--- src/rtl/maze_pkg.sv ---
// Shared definitions for the rat-to-maze memory protocol: maze geometry,
// responder state names and cell polarity.
package maze_pkg;

    localparam int AW = 4;
    localparam int N  = 2 ** AW;

    typedef enum logic [1:0] {
        LOAD  = 2'd0,
        SERVE = 2'd1,
        CLEAR = 2'd2
    } maze_state_t;

    localparam logic BLOCKED = 1'b1;
    localparam logic OPEN    = 1'b0;

endpackage

--- src/rtl/maze_memory_responder_if.sv ---
// Rat/loader <-> maze responder signal bundle. The master drives requests
// and load rows; the slave (responder) returns read data and ready flags.
interface maze_memory_responder_if;

    logic                     Din;
    logic                     RD;
    logic                     WR;
    logic [maze_pkg::AW-1:0]  X;
    logic [maze_pkg::AW-1:0]  Y;
    logic                     Dout;
    logic                     Ready;
    logic                     LdValid;
    logic [maze_pkg::N-1:0]   LdRow;
    logic                     LdReady;
    logic                     Clear;

    modport master (
        output Din, RD, WR, X, Y, LdValid, LdRow, Clear,
        input  Dout, Ready, LdReady
    );

    modport slave (
        input  Din, RD, WR, X, Y, LdValid, LdRow, Clear,
        output Dout, Ready, LdReady
    );

endinterface

--- src/rtl/maze_bitplane.sv ---
// N x N single-bit register array with a whole-row write/clear port,
// a single-cell write port and an asynchronous single-cell read port.
module maze_bitplane
    import maze_pkg::*;
(
    input  logic          i_clk,
    input  logic          i_row_we,
    input  logic          i_row_clr,
    input  logic [AW-1:0] i_row_addr,
    input  logic [N-1:0]  i_row_data,
    input  logic          i_bit_we,
    input  logic [AW-1:0] i_bit_x,
    input  logic [AW-1:0] i_bit_y,
    input  logic          i_bit_d,
    input  logic [AW-1:0] i_rd_x,
    input  logic [AW-1:0] i_rd_y,
    output logic          o_rd_bit
);

    logic [N-1:0] r_mem [N];

    // Row operations win over the cell port; the responder never issues both.
    always_ff @(posedge i_clk) begin
        if (i_row_we) begin
            r_mem[i_row_addr] <= i_row_data;
        end else if (i_row_clr) begin
            r_mem[i_row_addr] <= '0;
        end else if (i_bit_we) begin
            r_mem[i_bit_y][i_bit_x] <= i_bit_d;
        end
    end

    assign o_rd_bit = r_mem[i_rd_y][i_rd_x];

endmodule

--- src/rtl/maze_memory_responder.sv ---
// Maze memory responder: wall plane loaded row by row, mark plane written
// by the rat, reads return wall | mark with one cycle of latency.
module maze_memory_responder
    import maze_pkg::*;
(
    input  logic                    CLK,
    input  logic                    RST,
    maze_memory_responder_if.slave  bus
);

    localparam logic [1:0] ST_LOAD  = LOAD;
    localparam logic [1:0] ST_SERVE = SERVE;
    localparam logic [1:0] ST_CLEAR = CLEAR;
    localparam logic [AW-1:0] LAST_ROW = AW'(N - 1);

    logic [1:0]    r_state;
    logic [AW-1:0] r_row;
    logic          r_dout;

    logic w_in_load;
    logic w_in_serve;
    logic w_in_clear;
    logic w_load_acc;
    logic w_rd_req;
    logic w_wr_req;
    logic w_wall_bit;
    logic w_mark_bit;
    logic w_rd_bit;

    assign w_in_load  = (r_state == ST_LOAD);
    assign w_in_serve = (r_state == ST_SERVE);
    assign w_in_clear = (r_state == ST_CLEAR);
    assign w_load_acc = w_in_load & bus.LdValid;

    // Clear pre-empts any read or write presented in the same cycle.
    assign w_rd_req   = w_in_serve & bus.RD & ~bus.Clear;
    assign w_wr_req   = w_in_serve & bus.WR & ~bus.Clear;
    assign w_rd_bit   = w_wall_bit | w_mark_bit;

    maze_bitplane u_wall (
        .i_clk      (CLK),
        .i_row_we   (w_load_acc),
        .i_row_clr  (1'b0),
        .i_row_addr (r_row),
        .i_row_data (bus.LdRow),
        .i_bit_we   (1'b0),
        .i_bit_x    ('0),
        .i_bit_y    ('0),
        .i_bit_d    (1'b0),
        .i_rd_x     (bus.X),
        .i_rd_y     (bus.Y),
        .o_rd_bit   (w_wall_bit)
    );

    // Loading a row also wipes its marks so a fresh maze starts unvisited.
    maze_bitplane u_mark (
        .i_clk      (CLK),
        .i_row_we   (1'b0),
        .i_row_clr  (w_load_acc | w_in_clear),
        .i_row_addr (r_row),
        .i_row_data ('0),
        .i_bit_we   (w_wr_req),
        .i_bit_x    (bus.X),
        .i_bit_y    (bus.Y),
        .i_bit_d    (bus.Din),
        .i_rd_x     (bus.X),
        .i_rd_y     (bus.Y),
        .o_rd_bit   (w_mark_bit)
    );

    always_ff @(posedge CLK) begin
        if (RST) begin
            r_state <= ST_LOAD;
            r_row   <= '0;
            r_dout  <= 1'b0;
        end else begin
            case (r_state)
                ST_LOAD: begin
                    r_dout <= 1'b0;
                    if (bus.LdValid) begin
                        r_row <= r_row + AW'(1);
                        if (r_row == LAST_ROW) begin
                            r_state <= ST_SERVE;
                        end
                    end
                end
                ST_SERVE: begin
                    if (bus.Clear) begin
                        r_state <= ST_CLEAR;
                        r_row   <= '0;
                    end else if (w_rd_req) begin
                        r_dout <= w_rd_bit;
                    end
                end
                ST_CLEAR: begin
                    r_row <= r_row + AW'(1);
                    if (r_row == LAST_ROW) begin
                        r_state <= ST_SERVE;
                    end
                end
                default: begin
                    r_state <= ST_LOAD;
                    r_row   <= '0;
                    r_dout  <= 1'b0;
                end
            endcase
        end
    end

    assign bus.Dout    = r_dout;
    assign bus.Ready   = w_in_serve;
    assign bus.LdReady = w_in_load;

endmodule
--- src/flat_wrapper.sv ---
// flat-port wrapper written by rule: the top's interface ports become plain ports
module maze_memory_responder_flat import maze_pkg::*;
  (CLK, RST, bus_Din, bus_RD, bus_WR, bus_X, bus_Y, bus_LdValid, bus_LdRow, bus_Clear, bus_Dout, bus_Ready, bus_LdReady);
  maze_memory_responder_if bus_i ();
  input  logic CLK;
  input  logic RST;
  input wire logic [$bits(bus_i.Din)-1:0] bus_Din;
  input wire logic [$bits(bus_i.RD)-1:0] bus_RD;
  input wire logic [$bits(bus_i.WR)-1:0] bus_WR;
  input wire logic [$bits(bus_i.X)-1:0] bus_X;
  input wire logic [$bits(bus_i.Y)-1:0] bus_Y;
  input wire logic [$bits(bus_i.LdValid)-1:0] bus_LdValid;
  input wire logic [$bits(bus_i.LdRow)-1:0] bus_LdRow;
  input wire logic [$bits(bus_i.Clear)-1:0] bus_Clear;
  output wire logic [$bits(bus_i.Dout)-1:0] bus_Dout;
  output wire logic [$bits(bus_i.Ready)-1:0] bus_Ready;
  output wire logic [$bits(bus_i.LdReady)-1:0] bus_LdReady;
  assign bus_i.Din = bus_Din;
  assign bus_i.RD = bus_RD;
  assign bus_i.WR = bus_WR;
  assign bus_i.X = bus_X;
  assign bus_i.Y = bus_Y;
  assign bus_i.LdValid = bus_LdValid;
  assign bus_i.LdRow = bus_LdRow;
  assign bus_i.Clear = bus_Clear;
  assign bus_Dout = bus_i.Dout;
  assign bus_Ready = bus_i.Ready;
  assign bus_LdReady = bus_i.LdReady;
  maze_memory_responder u_core (.CLK(CLK), .RST(RST), .bus(bus_i));
endmodule
--- config.mk ---
export PLATFORM = sky130hd
export DESIGN_NAME = maze_memory_responder_flat
export DESIGN_NICKNAME = d
export VERILOG_FILES = /design/src/rtl/maze_pkg.sv /design/src/rtl/maze_memory_responder_if.sv /design/src/rtl/maze_bitplane.sv /design/src/rtl/maze_memory_responder.sv /design/src/flat_wrapper.sv
export SDC_FILE = /design/constraint.sdc
export NUM_CORES = 1
export LEC_CHECK = 0
export CAP_MARGIN = 25
export CELL_PAD_IN_SITES_DETAIL_PLACEMENT = 0
export CELL_PAD_IN_SITES_GLOBAL_PLACEMENT = 1
export CORE_AREA = 4 4 240 242
export DETAILED_ROUTE_END_ITERATION = 8
export DIE_AREA = 0 0 244 246
export PLACE_DENSITY = 0.62
export REMOVE_ABC_BUFFERS = 1
export SLEW_MARGIN = 40
export SYNTH_ARGS = -nofsm -noshare
export SYNTH_HDL_FRONTEND = slang
export SYNTH_SLANG_ARGS = --single-unit
--- constraint.sdc ---
create_clock -name CLK -period 9.1 [get_ports CLK]
set_input_delay 1.82 -clock CLK [delete_from_list [all_inputs] [get_ports CLK]]
set_output_delay 1.82 -clock CLK [all_outputs]
set_load 0.005 [all_outputs]
==> flow_metrics.tcl <==
set metrics [dict create \
    power_frac_clock_pct 42.0 \
    io_buffer_count 33 \
    grt_antenna_before_repair 1 \
    switching_share_pct 21.8 \
    grt_pass1_vias 11800 \
    ys_top_cells_by_area "edfxtp_1, mux4_2, nor2_1" \
    dieArea_sq_um 60000 \
    cts_tree "built" \
    synth_edf_count 512 \
    fp.coreArea_sq_um 55100 \
    finalHoldViolations 0 \
    drcViolationCount 0 \
    final_util_pct 44.2 \
    grt-ovfl-total 0 \
    cp-start-kind "input port" \
    leakagePower_nw 7.61 \
    ir_worst_vdd_mv 0.140 \
    antenna_left 0 \
    viasPerCell 5.54 \
    globalplace.congestion 0.779 \
    worst-path-buf-inv 2 \
    fin_tns_setup_ns 0 \
    hpwlAfterDp_mm 31.7 \
    arrival_ns 5.02 \
    grt_pass1_wl_mm 81.7 \
    setup_violations 0 \
    power_frac_comb_pct 5.1 \
    syn2layout_area_growth_pct 13.8 \
    syn_avg_cell_area_sq_um 16.4 \
    cts_root_buf "clkbuf_16" \
    drive_above_1_share_pct 17.5 \
    synth_cells 1301 \
    p_int_mw 3.90 \
    antennaDiodeCount 0 \
    rrSetupSlack_ns 5.82 \
    holdBufCountCts 0 \
    path_depth 9 \
    slowest_stage "buf_6" \
    first_iter_violations 1216 \
    path_cells "buf_6 -> buf_6 -> mux4_2 -> a22o_1 -> a221oi_1 -> nand3_1 -> a21o_1 -> o31a_1 -> a31o_1" \
    slowest_delay_ns 0.60 \
    dieWidth_microns 244 \
    cts_sinks 519 \
    drt_pass1_iterations 7 \
    dieHeight_microns 246 \
    p_per_area_nw_per_um2 205 \
    htree_num_levels 2 \
    synth_top_area_share_pct 71.9 \
    io_pins 34 \
    worstPathRequired_ns 9.59 \
    status "complete, no violations" \
    cts_setup_buffers 0 \
    ys_warn_count 0 \
    skew_ns 0.0232 \
    critical_path_class "in2reg" \
    worstSkewPairLatency_ns 0.61 \
    gr-usage-all-layers_pct 18.6 \
    synth_commonest_cells "edfxtp_1, nor2_1, mux4_2" \
    clk_path_buf_depth 3 \
    ys.flop_type "edfxtp_1" \
    fin_crit_sh_pct 49.8 \
    via_count 11800 \
    cp_max_fo 61 \
    max_slew.worst_pin.slew_ns 0.822 \
    slew_violations 0 \
    seqPwrFrac_pct 52.9 \
    start_util_pct 38.8 \
    synth_seq_cells 519 \
    post_drt_wl_per_cell_microns 26.2 \
    yosysSeqAreaShare_pct 72.6 \
    drv_cap 0 \
    hp-class "reg2reg" \
    synth.most_common_cell "edfxtp_1" \
    routed_wl_mm 55.9 \
    grt_max_degree 136 \
    fmax_ghz 0.221 \
    maxSlewHeadroom_pct 45.0 \
    cpLargestDelayFamily "compound AO/OA/AOI/OAI gates" \
    path_common_cell "buf_6" \
    n_fill_cell 4991 \
    clkTransAtPathRegs_ns 0.06 \
    rsz0062_at_grt "no" \
    syn_area_sq_um 21400 \
    worstSetupEndpointType "flip-flop" \
    synthArstFlopShare_pct 0 \
    reg2reg_depth 7 \
    cts_resized 0 \
    ys_types 50 \
    fp-row-count 86 \
    min_period_ns 4.53 \
    hold_depth 2 \
    yosys.area.top_type "edfxtp_1" \
    nNetsFinal 1379 \
    cts_buffers 55 \
    p_sw_mw 1.09 \
]
state kept, by name, indices dropped and copies added (netlist names):
| register | flops |
|---|---|
| u_core.r_row | 4 |
| u_core.bus.Dout | 1 |
| u_core.u_mark.r_mem | 256 |
| u_core.u_wall.r_mem | 256 |
| u_core.r_state | 2 |
cell families after synthesis:
logic type               count (synthesis)  share of synthesized area (%)
AO/OA/AOI/OAI                          122                           3.83
XOR/XNOR                                 2                         0.0820
adder cells (fa/ha/maj)                  4                          0.234
buffers and inverters                   89                           2.08
flip-flops                             519                           72.6
multiplexers                           144                           13.1
AND/OR/NAND/NOR                        421                           8.11
final timing paths:
path | startpoint | to
worst min register to register | u_core.r_state[0] | u_core.r_state[1]
worst min-delay path | u_core.r_state[0] | u_core.r_state[1]
worst max register to register | u_core.r_state[0] | u_core.u_mark.r_mem[14][11]
worst max-delay path | bus_Y[2] | u_core.bus.Dout
layer usage:
metal / track usage, % / wire (microns) / up-vias / share of wire, %
met5: 0 / 12 / - / 0.021
met4: 5.52 / 1540 / 2 / 2.8
met3: 2.92 / 2900 / 88 / 5.2
met2: 30.2 / 26600 / 331 / 48
met1: 26.3 / 24800 / 6269 / 44
li1: - / - / 5134 / -
power by group through the flow:
stage               Combinational (mW)  Sequential (mW)  Clock (mW)
detailed placement               0.258             2.69           0
CTS                              0.258             2.64        2.14
global placement                 0.255             2.69           0
floorplan                        0.118             2.69           0
global route                     0.275             2.64        2.24
finish                           0.256             2.64        2.09
final cells by class:
type                       count  area [sq um]  area share, %
tap                          748           936           3.85
timing repair buffer          69           627           2.58
clock inverter                31           211          0.869
inverter                       6          22.5         0.0926
sequential                   519         15500           63.8
multi-input combinational    693          5570           22.9
clock buffer                  68          1450           5.94
tightest hold or removal path: stages, from the launching register on:
cell and delay [ns]:
dfxtp_1 0.39, nand3b_1 0.11, a21oi_1 0.06
stage by stage:
stage	area [sq um]	power [mW]	setup slack (ns)	hold WS, ns	instances
3_3_place_gp	22600	2.94	3.67	0.575	2033
3_5_place_dp	22600	2.95	3.74	0.599	2033
4_1_cts	24300	5.04	4.38	0.604	2132
5_1_grt	24300	5.15	4.39	0.637	2134
6_report	24300	4.99	4.57	0.598	2134
2_1_floorplan	20900	2.80	2.93	0.535	1218
cell usage in the layout (no fill, tap or decap), drive strengths merged, types with 12 or more instances in the layout:
master         count
a21oi             33
a22oi             28
buf               38
clkbuf            69
clkdlybuf4s50     30
clkinv            27
edfxtp           512
mux2i             41
mux4             103
nand2             41
nor2             307
nor2b             12
nor3              22
o21ai             12
(Power assumes the default switching activity.)
